### config.mk
export PLATFORM = sky130hd
export DESIGN_NAME = shiftreg_seq_ctrl
export DESIGN_NICKNAME = d
export VERILOG_FILES = /design/src/rtl/shiftreg_seq_ctrl.sv
export SDC_FILE = /design/constraint.sdc
export NUM_CORES = 1
export LEC_CHECK = 0
export CORE_ASPECT_RATIO = 0.9
export CORE_MARGIN = 2
export CORE_UTILIZATION = 29
export CTS_BUF_LIST = sky130_fd_sc_hd__clkbuf_16
export CTS_CLUSTER_DIAMETER = 200
export DETAILED_ROUTE_END_ITERATION = 10
export PLACE_DENSITY = 0.52
export SLEW_MARGIN = 20
export SYNTH_ARGS = -nofsm -noshare
export SYNTH_HDL_FRONTEND = slang
export SYNTH_SLANG_ARGS = --single-unit
### constraint.sdc
create_clock -name clk -period 9.05 [get_ports clk]
set_input_delay 1.81 -clock clk [delete_from_list [all_inputs] [get_ports clk]]
set_output_delay 1.81 -clock clk [all_outputs]
set_load 0.01 [all_outputs]
### src/rtl/shiftreg_seq_ctrl.sv
// shiftreg_seq_ctrl: sequencer and two-way arbiter for an N-stage byte delay line.
// Two requesters share the line's single byte input. Arbitration is round-robin.
// The block mirrors per-stage valid/tag bits, presents the tail stage as a
// valid/ready stream, and drains partial bursts with a flush.
// Build option: define SRCTL_FIXED_PRIO_EN for fixed priority, where requester 0
// always wins and no last-grant state is kept.
module shiftreg_seq_ctrl #(
    parameter int N     = 20,
    parameter int OCC_W = $clog2(N + 1)
) (
    input  logic             clk,
    input  logic             rst_n,
    input  logic [1:0]       req_valid,
    input  logic [7:0]       req_data0,
    input  logic [7:0]       req_data1,
    output logic [1:0]       req_ready,
    input  logic             flush,
    output logic             sr_shift_en,
    output logic [7:0]       sr_data_in,
    input  logic [7:0]       sr_data_out,
    output logic             out_valid,
    output logic [7:0]       out_data,
    output logic             out_src,
    input  logic             out_ready,
    output logic [OCC_W-1:0] occupancy,
    output logic             busy
);

    typedef enum logic [1:0] {
        IDLE  = 2'd0,
        RUN   = 2'd1,
        FLUSH = 2'd2
    } state_t;

    state_t           state_q, state_d;
    logic [N-1:0]     vld_q, vld_d;
    logic [N-1:0]     tag_q, tag_d;
    logic [OCC_W-1:0] occ_q, occ_d;

    logic       stall;
    logic       grant_ok;
    logic       gnt_id;
    logic [1:0] ready;
    logic       accept;
    logic       xfer;
    logic       shift;

`ifndef SRCTL_FIXED_PRIO_EN
    logic last_grant_q, last_grant_d;
`endif

    // Arbitration. The grant is held off during reset, during a flush, and
    // while the tail is blocked by downstream.
    always_comb begin
        stall    = vld_q[N-1] & ~out_ready;
        grant_ok = rst_n & (state_q != FLUSH) & ~stall;
        gnt_id   = 1'b0;
        if (req_valid == 2'b10) begin
            gnt_id = 1'b1;
        end else if (req_valid == 2'b11) begin
`ifdef SRCTL_FIXED_PRIO_EN
            gnt_id = 1'b0;
`else
            gnt_id = ~last_grant_q;
`endif
        end
        ready = 2'b00;
        if (grant_ok) ready[gnt_id] = req_valid[gnt_id];
        accept = |(req_valid & ready);
    end

    // Shift decision. A consumed tail is always replaced. When nothing is
    // accepted, a bubble is injected. FLUSH keeps shifting until the line is empty.
    always_comb begin
        xfer  = vld_q[N-1] & out_ready;
        shift = ~stall & (accept | vld_q[N-1] | ((state_q == FLUSH) & (occ_q != '0)));
    end

    // Next-state values for the stage mirror, occupancy and arbitration history.
    always_comb begin
        vld_d = vld_q;
        tag_d = tag_q;
        if (shift) begin
            vld_d = {vld_q[N-2:0], accept};
            tag_d = {tag_q[N-2:0], accept & gnt_id};
        end
        occ_d = occ_q + OCC_W'(accept) - OCC_W'(xfer);
`ifndef SRCTL_FIXED_PRIO_EN
        last_grant_d = accept ? gnt_id : last_grant_q;
`endif
    end

    // FSM next state. A flush is honoured only if the line would still hold data.
    // An accept in the same cycle as a flush completes before the drain starts.
    always_comb begin
        state_d = state_q;
        unique case (state_q)
            IDLE: begin
                if (flush && occ_d != '0) state_d = FLUSH;
                else if (accept)          state_d = RUN;
            end
            RUN: begin
                if (flush && occ_d != '0)      state_d = FLUSH;
                else if (occ_d == '0 && !accept) state_d = IDLE;
            end
            FLUSH: begin
                if (occ_d == '0) state_d = IDLE;
            end
            default: state_d = IDLE;
        endcase
    end

    // State registers. The initial last grant is 1, so requester 0 wins first.
    always_ff @(posedge clk or negedge rst_n) begin
        if (!rst_n) begin
            state_q <= IDLE;
            vld_q   <= '0;
            tag_q   <= '0;
            occ_q   <= '0;
        end else begin
            state_q <= state_d;
            vld_q   <= vld_d;
            tag_q   <= tag_d;
            occ_q   <= occ_d;
        end
    end

`ifndef SRCTL_FIXED_PRIO_EN
    // Round-robin history register.
    always_ff @(posedge clk or negedge rst_n) begin
        if (!rst_n) last_grant_q <= 1'b1;
        else        last_grant_q <= last_grant_d;
    end
`endif

    // Output drive.
    always_comb begin
        req_ready   = ready;
        sr_shift_en = shift;
        sr_data_in  = accept ? (gnt_id ? req_data1 : req_data0) : 8'h00;
        out_valid   = vld_q[N-1];
        out_src     = tag_q[N-1];
        out_data    = sr_data_out;
        occupancy   = occ_q;
        busy        = (state_q != IDLE);
    end

endmodule

**After elaboration in Yosys (flattened, before gate mapping)**

Cells that the tools add are included.

- Register bits after elaboration: 48
- Latch bits: 0
- Bits in writable memories: 0
- Bits in read-only memories: 0
- Bits of input ports: 30
- Word-level logic and storage cells: 57
- Memories: 0

- Add/subtract/negate cells: 2
- $mul: 0
- Divide/modulo/power cells: 0
- Magnitude comparators: 2
- Equality and inequality tests: 8
- Shift-type cells: 0
- Mux-type cells: 15
- Bitwise gates (word level): 14
- Reduce and logical (&&, ||, !) cells: 11

Operators by type and width:

| kind | number |
|---|---|
| 8-bit 2-to-1 mux | 2 |
| 2-bit 2-to-1 mux | 6 |
| 5-bit nonzero test | 2 |
| 1-bit bitwise AND | 7 |
| 2-bit == test (second input constant) | 3 |
| 3-bit != test (second input constant) | 2 |
| 2-bit case mux with 3 select lines | 1 |
| 5-bit by 1-bit adder with 5-bit output | 1 |
| 5-bit logical NOT | 1 |
| 1-bit 2-to-1 mux | 5 |
| 5-bit by 1-bit subtractor with 5-bit output | 1 |
| 2-bit bitwise AND | 2 |
| 1-bit logical AND | 3 |
| 1-bit NOT | 3 |
| 3-bit AND reduction | 1 |
| 2-bit by 1-bit == test with 1-bit output (second input constant) | 1 |
| 2-bit logical NOT | 1 |
| 1-bit by 2-bit < comparator with 1-bit output (second input constant) | 1 |
| 2-bit by 1-bit != test with 1-bit output (second input constant) | 1 |
| 2-bit != test (second input constant) | 1 |
| 1-bit OR | 2 |
| 2-bit nonzero test | 1 |
| 2-bit OR reduction | 1 |
| 1-bit demux with 1-bit select | 1 |
| 2 further kinds | 2 |

**Longest topological paths before layout**

- Depth after elaboration: 18
- Gate-level depth with buffers: 13
- Mapped depth without buffers: 12

**Least setup slack after synthesis**

OpenSTA, ideal clock, no wires.

- Path kind: in2out
- Start point: input out_ready
- End point: output sr_shift_en
- Arrival: 2.733 ns
- Setup slack: 4.507 ns
- Cell stages on the path: 5
- Cells stage by stage: nand2b_2 > o2111a_2 > o31ai_4 > buf_6 > inv_1

- Word-level cells in the longest chain between the ends: 10

RTL lines:

| what | RTL line | RTL |
|---|---|---|
| from (decl) | 24 | `input logic out_ready,` |
| 1-bit NOT (*) | 55 | `stall = vld_q[N-1] & ~out_ready;` |
| 1-bit bitwise AND (*) | 55 |  |
| 1-bit NOT (*) | 56, 76 |  |
| 1-bit bitwise AND | 56 | `grant_ok = rst_n & (state_q != FLUSH) & ~stall;` |
| 2-bit 2-to-1 mux | 68 | `if (grant_ok) ready[gnt_id] = req_valid[gnt_id];` |
| 2-bit bitwise AND | 69 | `accept = \|(req_valid & ready);` |
| 2-bit OR reduction | 69 |  |
| 1-bit OR (2 in a row) | 76 | `shift = ~stall & (accept \| vld_q[N-1] \| ((state_q == FLUSH) & (occ_q != '0)));` |
| 1-bit bitwise AND (*) | 76 |  |
| to (decl) | 18 | `output logic sr_shift_en,` |

Mark *: on every way between the ends. The rest lies on a longest branch, timed or not.

**Worst setup path in the final report**

Same ends and word-level chain as after synthesis.

==> impl_metrics.ini <==
[cells_and_area]
finalInstanceArea_sq_um = 2850
layout_common_cells = dfrtp_1 (47), clkdlybuf4s50_1 (39), nand2_1 (24)
fin_cells = 308
mostFrequentLayoutCell = dfrtp_1
insertedDiodeCount = 0
layout.nets = 248
area_growth_pct = 24.6
drive_gt1_share_pct = 25.0

[detailed_routing]
drc = 0
drtIter0Drc = 60
vias_per_cell = 4.35
first_pass_iters = 4
via_count = 1341
wl_per_cell_um = 12.1
drt_wl_total_um = 3740
ant_nets = 0

[power]
swShare_pct = 20.9
vdd_drop_max_v = 0.0000704
powerDensity_nw_per_um2 = 144
power.internal_mw = 0.325
power_frac_seq_pct = 52.2
leakage_nw = 1.34
clockPowerShare_pct = 43.8
p_switching_mw = 0.0861
share_comb_of_total_power_pct = 4.0

[critical_path]
arrival_ns = 3.97
crit_required_ns = 7.24
critPathKind = in2out
crit_top_cell = clkdlybuf4s50_1
worstPathMaxFanout = 40
crit_slowest_cell = buf_4
max_stage_delay_ns = 0.52
reg2reg_depth = 12
path_cells = clkdlybuf4s50_1 -> nand2b_2 -> o2111a_2 -> o31ai_4 -> buf_4 -> inv_1 -> clkdlybuf4s50_1
endpoint = sr_shift_en
crit_path_start_kind = input pin
path_depth = 7
path_buf_inv = 4
r2r-start = state_q[1]
rr_endpoint = state_q[0]
reg2reg_slack_ns = 5.80
cp-end-kind = output pin
crit_family = buffers and inverters
crit_start = out_ready

[global_routing]
grt_pass1_vias = 1466
antenna_found_initial = 0
overflow = 0
grt_pass1_wl_um = 6620
grt_start_max_net_pins = 51
grt_use_total_pct = 9.64

[floorplanning]
start_util_pct = 30.2
core_sq_um = 7580
chipHeight_um = 88.3
fp.dieW_um = 97.6
io_pins = 57
core.rowCount = 30
die-area_sq_um = 8610

[synthesis]
yosysSeqAreaShare_pct = 52.6
syn_inst = 176
syn_nets = 213
synth.avg_cell_area_sq_um = 13.0
synth_cell_types = 33
ys_ff_latch = 48
syn-cell-area_sq_um = 2290
yosys_warnings = 0

[place]
place_area_sq_um = 2710
io_buffer_count = 40
dp_hpwl_um = 2430
post-place-cells = 300
gp_congestion = 0.666

[sta]
tightest_slew_ns = 0.625
hold_viol = 0
report.final.setup_viol = 0
period_share_pct = 63.8
fin_setup_tns_ns = 0
whs_ns = 0.462
rsz0062_at_grt = false
skew_ns = 0.00445
slew_viol_final = 0
fin_crit_ns = 5.78
slew-limit-headroom_pct = 58.4
fmax_mhz = 173

[clock_tree]
cts.sinks = 48
clockRootBuffer = clkbuf_16
path_clk_slew_ns = 0.06
ctsResizeCount = 0
clk_latency_ns = 0.29
cts_hold_buf = 0
post_cts_buffers = 0
cts_tree = yes
numCtsBuffers = 5
htreeDepth = 2
cts_max_path_buffers = 2

[hold_path]
worstHoldPathType = reg2reg

[flow_run]
max_cap_violations = 0

[status]
outcome = complete, no violations
## cells by family after synthesis
| kind of cell | count (synthesis) | share of synthesized area (%) |
|---|---|---|
| simple gates | 36 | 7.50 |
| buf+inv | 24 | 6.56 |
| fa+ha+maj | 7 | 4.16 |
| flops | 48 | 52.6 |
| mux | 37 | 21.5 |
| compound gates | 20 | 6.18 |
| xor+xnor | 4 | 1.53 |
## layer usage
| layer | up-vias | routed length [um] | global-route usage, % |
|---|---|---|---|
| li1 | 661 | - | - |
| met3 | 7 | 299 | 4.50 |
| met2 | 43 | 1450 | 14.2 |
| met5 | - | 0 | 0 |
| met1 | 630 | 1950 | 12.7 |
| met4 | 0 | 44 | 3.03 |
## area by class of cell
| cell class | instances | area [sq um] |
|---|---|---|
| well taps | 96 | 120 |
| fillers | 756 | 4730 |
| flip-flops and latches | 48 | 1200 |
| repair buffers | 42 | 410 |
| clock buffers | 5 | 125 |
| inverters | 10 | 37.5 |
| multi-input cells | 104 | 935 |
| clock inverters | 3 | 20.0 |
## worst reg2reg max path: cells and delay by family (launching register included)
kind            cells  cell delay (ns)
compound gates      4             0.85
flops               1             0.40
simple gates        2             0.54
buf+inv             2             0.26
xor+xnor            1             0.15
fa+ha+maj           3             0.96
## flip-flops by register name (all words and copies together) (netlist names)
| name | flops |
|---|---|
| tag_q | 20 |
| vld_q | 20 |
| occupancy | 5 |
| state_q | 2 |
| last_grant_q | 1 |
## Yosys cell counts
master     n  area [sq um]
and2_2     1          7.51
nor4b_2    1          15.0
fa_1       1          20.0
o31ai_4    1          21.3
buf_4      8          60.1
o21ai_0    1          5.00
a221oi_1   1          8.76
mux2_1     2          22.5
dfstp_2    1          26.3
nor3_1     1          5.00
mux2_4    20           300
xor2_1     3          26.3
nand4_1    1          6.26
clkbuf_1   2          7.51
a21oi_1   12          60.1
nand2_1   24          90.1
dfrtp_1   47          1180
nand2b_1   2          12.5
nor2_1     2          7.51
or2_2      1          6.26
nand2b_2   1          8.76
xnor2_1    1          8.76
or3_1      1          6.26
o21bai_2   1          11.3
and2_1     1          6.26
mux2_2    15           169
o31ai_1    1          7.51
a21boi_0   1          7.51
inv_1     10          37.5
buf_6      4          45.0
o2111a_2   1          12.5
a21o_1     1          7.51
ha_1       6          75.1
## power by group through the flow
| stage | logic (mW) | registers [mW] | clock network, mW |
|---|---|---|---|
| 3_3_place_gp | 0.0170 | 0.219 | 0 |
| 6_report | 0.0165 | 0.215 | 0.180 |
| 3_5_place_dp | 0.0170 | 0.219 | 0 |
| 2_1_floorplan | 0.00632 | 0.219 | 0 |
| 4_1_cts | 0.0171 | 0.214 | 0.187 |
| 5_1_grt | 0.0189 | 0.214 | 0.198 |
## worst min path at each step
stage,cells after the start,from,slack [ns],endpoint
finish,2,last_grant_q,0.46,last_grant_q
global route,2,last_grant_q,0.49,last_grant_q
CTS,2,last_grant_q,0.47,last_grant_q
detailed placement,2,last_grant_q,0.45,last_grant_q
global placement,2,last_grant_q,0.45,last_grant_q
floorplan,2,last_grant_q,0.44,last_grant_q
## metrics by stage
stage	setup slack, ns	util, %	total power, mW
5_1_grt	3.12	37.6	0.431
2_1_floorplan	4.51	-	0.225
3_5_place_dp	3.26	35.7	0.236
6_report	3.27	37.6	0.411
4_1_cts	3.25	37.6	0.419
3_3_place_gp	3.27	35.7	0.236
Note: power is estimated with default switching activity, not from simulation.
